## src/rtl/ram_scanner_pkg.sv

```systemverilog
// ram_scanner_pkg
// Shared types and helpers for the RAM scanner block.
//   scan_state_t : controller state (normal scanning or hardware clear)
//   depth()      : number of memory words for a given address width
package ram_scanner_pkg;

    typedef enum logic {
        SCAN  = 1'b0,
        CLEAR = 1'b1
    } scan_state_t;

    function automatic int unsigned depth(input int unsigned addr_w);
        return 32'd1 << addr_w;
    endfunction

endpackage

```

## src/rtl/tick_gen.sv

```systemverilog
// tick_gen
// Scan-rate prescaler. Counts 0..TICK_DIV-1 while enabled and raises a
// one-cycle tick on the last count, then restarts from 0.
//   clk   : system clock
//   reset : asynchronous active-low reset
//   en    : count enable; the count holds while low
//   clr   : synchronous restart to 0 (takes priority over en)
//   tick  : one-cycle pulse every TICK_DIV enabled cycles
module tick_gen
    import ram_scanner_pkg::*;
#(
    parameter int unsigned TICK_DIV = 37500000,
    parameter int unsigned TICK_W   = 26
) (
    input  logic clk,
    input  logic reset,
    input  logic en,
    input  logic clr,
    output logic tick
);

    localparam logic [TICK_W-1:0] LAST = TICK_W'(TICK_DIV - 1);

    logic [TICK_W-1:0] cnt;

    // Tick is decoded from the current count so the advance lands on the
    // edge that closes the TICK_DIV-th enabled cycle.
    assign tick = en && (cnt == LAST);

    // NOTE: sequential state is updated with non-blocking assignments only,
    // so every flop samples the pre-edge values of its neighbours.
    always_ff @(posedge clk or negedge reset) begin
        if (!reset) begin
            cnt <= '0;
        end else if (clr || tick) begin
            cnt <= '0;
        end else if (en) begin
            cnt <= cnt + 1'b1;
        end
    end

endmodule

```

## src/rtl/ram_scanner.sv

```systemverilog
// ram_scanner
// Dual-port RAM with an auto-incrementing read scanner, write-first
// collision bypass and a hardware clear sequencer.
//   clk       : system clock
//   reset     : asynchronous active-low reset
//   wr_en     : user write strobe (ignored while clearing)
//   wr_addr   : user write address
//   wr_data   : user write data
//   scan_en   : 1 = advance rd_addr on every prescaler tick
//   step      : single advance when scan_en = 0
//   clear_req : start zeroing every word
//   rd_addr   : current scanner address
//   rd_data   : registered mem[rd_addr], write-first on collision
//   wrap      : one-cycle pulse on the last-to-0 address transition
//   busy      : high while the clear sequence runs
module ram_scanner
    import ram_scanner_pkg::*;
#(
    parameter int unsigned DATA_W   = 4,
    parameter int unsigned ADDR_W   = 5,
    parameter int unsigned TICK_DIV = 37500000,
    parameter int unsigned TICK_W   = 26
) (
    input  logic              clk,
    input  logic              reset,
    input  logic              wr_en,
    input  logic [ADDR_W-1:0] wr_addr,
    input  logic [DATA_W-1:0] wr_data,
    input  logic              scan_en,
    input  logic              step,
    input  logic              clear_req,
    output logic [ADDR_W-1:0] rd_addr,
    output logic [DATA_W-1:0] rd_data,
    output logic              wrap,
    output logic              busy
);

    localparam int unsigned       DEPTH     = depth(ADDR_W);
    localparam logic [ADDR_W-1:0] LAST_ADDR = '1;

    scan_state_t       state, state_next;
    logic [ADDR_W-1:0] ptr, ptr_next;
    logic [DATA_W-1:0] mem [DEPTH];

    logic              tick, tick_en, tick_clr;
    logic              advance;
    logic              mem_we;
    logic [ADDR_W-1:0] mem_waddr;
    logic [DATA_W-1:0] mem_wdata;

    // The prescaler only runs while scanning; holding it cleared through a
    // clear sequence guarantees a fresh count when scanning resumes.
    assign tick_en  = scan_en && (state == SCAN);
    assign tick_clr = (state == CLEAR);

    tick_gen #(
        .TICK_DIV (TICK_DIV),
        .TICK_W   (TICK_W)
    ) u_tick_gen (
        .clk   (clk),
        .reset (reset),
        .en    (tick_en),
        .clr   (tick_clr),
        .tick  (tick)
    );

    // Next-state and write-port selection. The single memory write port is
    // shared: the user owns it in SCAN, the clear pointer owns it in CLEAR.
    always_comb begin
        // NOTE: every output of this block gets a default first, so no path
        // through the case can leave one unassigned and infer a latch.
        state_next = state;
        ptr_next   = ptr;
        advance    = 1'b0;
        mem_we     = 1'b0;
        mem_waddr  = wr_addr;
        mem_wdata  = wr_data;

        unique case (state)
            SCAN: begin
                // A step pulse is only honoured while auto-scan is off.
                advance = scan_en ? tick : step;
                if (clear_req) begin
                    // Clear wins over a same-cycle user write.
                    state_next = CLEAR;
                    ptr_next   = '0;
                end else if (wr_en) begin
                    mem_we = 1'b1;
                end
            end
            CLEAR: begin
                mem_we    = 1'b1;
                mem_waddr = ptr;
                mem_wdata = '0;
                ptr_next  = ptr + 1'b1;
                if (ptr == LAST_ADDR) begin
                    state_next = SCAN;
                end
            end
        endcase
    end

    always_ff @(posedge clk or negedge reset) begin
        if (!reset) begin
            state   <= SCAN;
            ptr     <= '0;
            rd_addr <= '0;
            rd_data <= '0;
            wrap    <= 1'b0;
        end else begin
            state   <= state_next;
            ptr     <= ptr_next;
            // Write-first: a write to the word being read is forwarded so
            // rd_data shows the new value on the same edge as the write.
            rd_data <= (mem_we && (mem_waddr == rd_addr)) ? mem_wdata : mem[rd_addr];
            wrap    <= advance && (rd_addr == LAST_ADDR);
            if (advance) begin
                rd_addr <= rd_addr + 1'b1;
            end
        end
    end

    // NOTE: the array has no reset so it maps onto block RAM; contents are
    // only ever changed by writes, including the clear sequence.
    always_ff @(posedge clk) begin
        if (mem_we) begin
            mem[mem_waddr] <= mem_wdata;
        end
    end

    assign busy = (state == CLEAR);

endmodule

```

## config.mk

```make
export PLATFORM = sky130hd
export DESIGN_NAME = ram_scanner
export DESIGN_NICKNAME = d
export VERILOG_FILES = /design/src/rtl/ram_scanner_pkg.sv /design/src/rtl/tick_gen.sv /design/src/rtl/ram_scanner.sv
export SDC_FILE = /design/constraint.sdc
export NUM_CORES = 1
export LEC_CHECK = 0
export ABC_AREA = 1
export CAP_MARGIN = 20
export CORE_MARGIN = 10
export CORE_UTILIZATION = 40
export CTS_BUF_LIST = sky130_fd_sc_hd__clkbuf_2 sky130_fd_sc_hd__clkbuf_4 sky130_fd_sc_hd__clkbuf_8
export DETAILED_ROUTE_END_ITERATION = 12
export GPL_TIMING_DRIVEN = 1
export PLACE_DENSITY = 0.61
export SKIP_CTS_REPAIR_TIMING = 1
export SYNTH_ARGS = -nofsm -noshare
export SYNTH_HDL_FRONTEND = slang
export SYNTH_SLANG_ARGS = --single-unit
```

## constraint.sdc

```tcl
create_clock -name clk -period 2.25 [get_ports clk]
set_input_delay 0.45 -clock clk [delete_from_list [all_inputs] [get_ports clk]]
set_output_delay 0.45 -clock clk [all_outputs]
set_load 0.01 [all_outputs]
```

# After elaboration in Yosys (flattened, before gate mapping)
# Memories as Yosys holds them, arrays and structs flattened. A register that Yosys moved wholly into a read port is not among the register bits.
# Cells that the tools add are included.
# W data, S select, Z words.
# word_totals
ff_bits	38
latch_bits	0
ramBits	128
rom_bits	0
in_bits	15
output_inout_bits	11
word_cells	36
memories	1
# classes
n_addsub	3
n_mul	0
div	0
magnitude_cmp	0
eq_ne	4
shifts	0
muxes	16
n_bitwise	1
reduce_logical	6
# mem_list
name	depth	word_bits	rd	rd_clocked_by_memory_dff	wr	line	rtl
mem	32	4	1	1	1	ram_scanner.sv:43	logic [DATA_W-1:0] mem [DEPTH];
# op_table
operator	n
$mux W26	2
$add A26 B1 Y26 const B	1
$eq A26 B26 Y1 const B	1
$add A5 B1 Y5 const B	2
$eq A5 B5 Y1 const B	2
$mux W5	2
$pmux W5 S2	1
$mux W1	8
$mux W4	1
$pmux W1 S2	2
$logic_and A1 B1 Y1	3
$ne A2 B2 Y1 const B	1
$reduce_bool A2 Y1	1
$logic_not A1 Y1	1
$logic_or A1 B1 Y1	1
$not A1 Y1	1

# Longest topological paths before layout
# Gate-level depths: netlist of run 1.
# logic_depth
word_depth	6
mapped_depth	12

# Cells and area by module
# Synthesis of run 1 repeated with hierarchy kept, for this count alone.
# unflattened
hier_cells	954
area_unflattened_um2	8508.2
# by_module_without_submodules
mod	n_inst	cells_per_inst	area_each_um2	seq_area_each_um2
ram_scanner	1	651	6572.6	4244.1
tick_gen	1	303	1935.6	650.6

# Least setup slack after synthesis of run 1
# OpenSTA, ideal clock, no wires.
# synth_path
path_type	register to register
from	register state, in the netlist busy
to	memory mem[0][0] (data pin)
t_arrival_ps	1597
required_ps	1892
path_slack_ps	296
stages_incl_launch_ff	4
n_path_buf	2
synth_period_minus_slack_ps	1954
path_cell_list	dfrtp_1 > buf_6 > buf_2 > nor2_1
# synth_via
elab_chain_len	1
# synth_rtl
item	line	rtl
from (decl)	ram_scanner.sv:41	scan_state_t state, state_next;
from (signal assigned)	ram_scanner.sv:111	state <= state_next;
$mux W4	ram_scanner.sv:79	unique case (state)
via mem_wdata[0]	ram_scanner.sv:49	logic [DATA_W-1:0] mem_wdata;
to (decl)	ram_scanner.sv:43	
# The timed path passes the listed nets, and every way through them passes these cells.

# Final worst setup path of run 1
# layout_path
from	register state, in the netlist busy
to	output busy
# layout_lines
item	line	rtl
to (decl)	ram_scanner.sv:35	output logic busy
# No word-level cell between the ends.

==> results of run 1 <==
[power by group]
| part | switching (mW) | internal, mW | total [mW] |
|---|---|---|---|
| clock network | 1.16 | 1.35 | 2.51 |
| logic | 2.49 | 1.20 | 3.69 |
| registers | 0.185 | 3.95 | 4.14 |
| total | 3.83 | 6.50 | 10.3 |
[per-layer routing]
metal | global-route usage | up-vias | wire (um)
li1 | - | 3123 | -
met1 | 0.208 | 2942 | 9280
met2 | 0.233 | 141 | 8910
met3 | 0.0343 | 11 | 1140
met4 | 0.0357 | 0 | 159
met5 | 0 | - | 0
[worst paths after layout]
path                                                  endpoint  depth (start not counted)                           from  slack [ps]
max in group asynchronous                       busy$_DFF_PN0_                          3                          reset        1250
worst min register to register   u_tick_gen.cnt[0]$_DFFE_PN0P_                          2  u_tick_gen.cnt[0]$_DFFE_PN0P_         530
worst min-delay path            u_tick_gen.cnt[25]$_DFFE_PN0P_                          2                          reset         460
worst max-delay path                                      busy                          2                 busy$_DFF_PN0_         140
min in group clk                 u_tick_gen.cnt[0]$_DFFE_PN0P_                          2  u_tick_gen.cnt[0]$_DFFE_PN0P_         530
worst max register to register            mem[18][1]$_DFFE_PP_                          5                 busy$_DFF_PN0_         230
[cells in the final DEF, fill, tap and decap left out, types with 2 or more instances in the layout]
cell type	count
nand2_1	281
edfxtp_1	128
nor2_1	115
nand3_1	113
inv_1	107
dfrtp_1	40
clkdlybuf4s50_1	24
buf_4	20
clkbuf_8	17
nor2_2	15
a21oi_1	15
nor3_1	15
nand4_1	12
nand2_2	11
o21ai_0	9
buf_12	8
o21ai_1	7
xor2_1	6
ha_1	5
bufinv_16	5
inv_2	4
nor2_4	3
clkinv_4	3
inv_6	3
clkinv_1	2
nand3_2	2
nand2_4	2
nor3_2	2
o21bai_1	2
dfrtp_2	2
[kinds of logic (layout without fill, tap and decap cells)]
| group | after synthesis | count (layout) | share of synthesized area |
|---|---|---|---|
| AO/OA/AOI/OAI | 37 | 37 | 0.0245 |
| buffers and inverters | 141 | 198 | 0.0704 |
| flip-flops | 170 | 170 | 0.591 |
| XOR/XNOR | 7 | 7 | 0.00740 |
| AND/OR/NAND/NOR | 575 | 575 | 0.299 |
| adder cells (fa/ha/maj) | 5 | 5 | 0.00756 |
[flip-flops by register name, indices dropped and copies added, names as in the netlist]
name and count:
rd_addr 5, wrap 1, rd_data 4, mem 128
ptr 5, u_tick_gen.cnt 26, busy 1
[area by class of cell]
class,instances,area (um^2)
clock inverters,15,239
inverters,112,420
well taps,270,338
clock buffers,17,234
repair buffers,54,566
flip-flops and latches,170,4900
fillers,1944,10800
multi-input cells,624,2810
==> results.cfg, run 1 <==
[status]
status = finished clean

[clock_tree]
cts_buffer_depth = 2
cts_root_buf = clkbuf_8
cts_made_buffers = 17
clk_latency_ps = 470
cts_tree = built
cts.sinks = 170
htreeDepth = 4
clkTransAtPathRegs_ps = 100

[setup_path]
cp-end-kind = primary output
arrival_ps = 1660
cp.required_ps = 1800
startpoint_type = register
cpPeakStageDelay_ps = 550
cpLargestDelayFamily = buffers and inverters
critPathBufInv = 2
path_class = register to primary output
crit_chain = buf_4 > clkdlybuf4s50_1
worstPathMaxFanout = 10
cp_slowest_cell = clkdlybuf4s50_1

[route]
drc_errors = 0
drt-total-wl_um = 19500
dr.pass1.iters = 5
viasPerCell = 4.93
vias = 6217
antenna_left = 0
wl_per_cell_um = 15.4
drt_iter0_drc = 372

[sta]
skew_ps = 15.4
fmax_mhz = 474
fin_ws_ps = 139
fin_hold_ws_ps = 458
setup_viol_count_final = 0
tightestPinTransition_ps = 472
period_minus_slack_ps = 2110
maxSlewViolCount = 0
finalHoldViolations = 0
setup_tns_ps = 0
post-route-period-util = 0.938
slew_headroom = 0.686
grt_setup_unrepaired = no

[cells_and_area]
fin_nets = 999
area_growth_syn_to_layout_pct = 14.8
final_cell_area_um2 = 9510
utilization = 0.468
n_antenna_cell = 0
drive_gt1_frac = 0.103
fin_cells = 1262

[synthesis]
synth-seq-area-share = 0.591
synth_commonest_cells = nand2_1 (281), edfxtp_1 (128), nor2_1 (119)
synth_area_um2 = 8280
synth_area_leaders = edfxtp_1 (46%), nand2_1 (13%), dfrtp_1 (13%)
yosysUniqueCellTypes = 37
yosysMostFrequentCell = nand2_1
ys_ff_latch = 170
avgSynthCellArea_um2 = 8.86
syn_inst = 935
synth_fp_nets = 955
yosysTopAreaCell = edfxtp_1
synth_top_area_frac = 0.464
async_reset_ff_frac = 0.247
synth_edf_count = 128
synthFlopType = edfxtp_1
yosysWarnings = 0

[placed_design]
placed_cells = 1229
dpl.hpwl_um = 13400
io_buffers = 25
postPlaceCellArea_um2 = 9020
place_ws_ps = 21.9
place_congestion = 0.887

[die]
ioPinCount = 26
die_w_um = 164
core-area_um2 = 20300
die_y_um = 164
initial_core_util = 0.408
die_area_um2 = 26900
row_count = 52

[pwr]
finalPower_mw = 10.3
leakage_nw = 3.89
power.density_nw_per_um2 = 1090
vdd_ir_drop_max_mv = 1.20

[grt]
grt_pass1_wl_um = 31100
grt_pass1_vias = 5775
grt_max_degree = 72
antenna_found_initial = 0
grt.total_usage = 0.150
grt.overflow.total = 0

[flow_run]
drv_cap = 0

[min_path]
hold_path.class = input pin to asynchronous set/reset pin
Power figures use the tool's default switching activity.
==> inputs of run 2 (changes only) <==
--- a/config.mk
+++ b/config.mk
@@ -14,6 +14,7 @@
 export GPL_TIMING_DRIVEN = 1
 export PLACE_DENSITY = 0.61
 export SKIP_CTS_REPAIR_TIMING = 1
+export SLEW_MARGIN = 10
 export SYNTH_ARGS = -nofsm -noshare
 export SYNTH_HDL_FRONTEND = slang
 export SYNTH_SLANG_ARGS = --single-unit
==> results of run 2 <==
No change in the layout: final DEF, timing and power equal those of run 1.
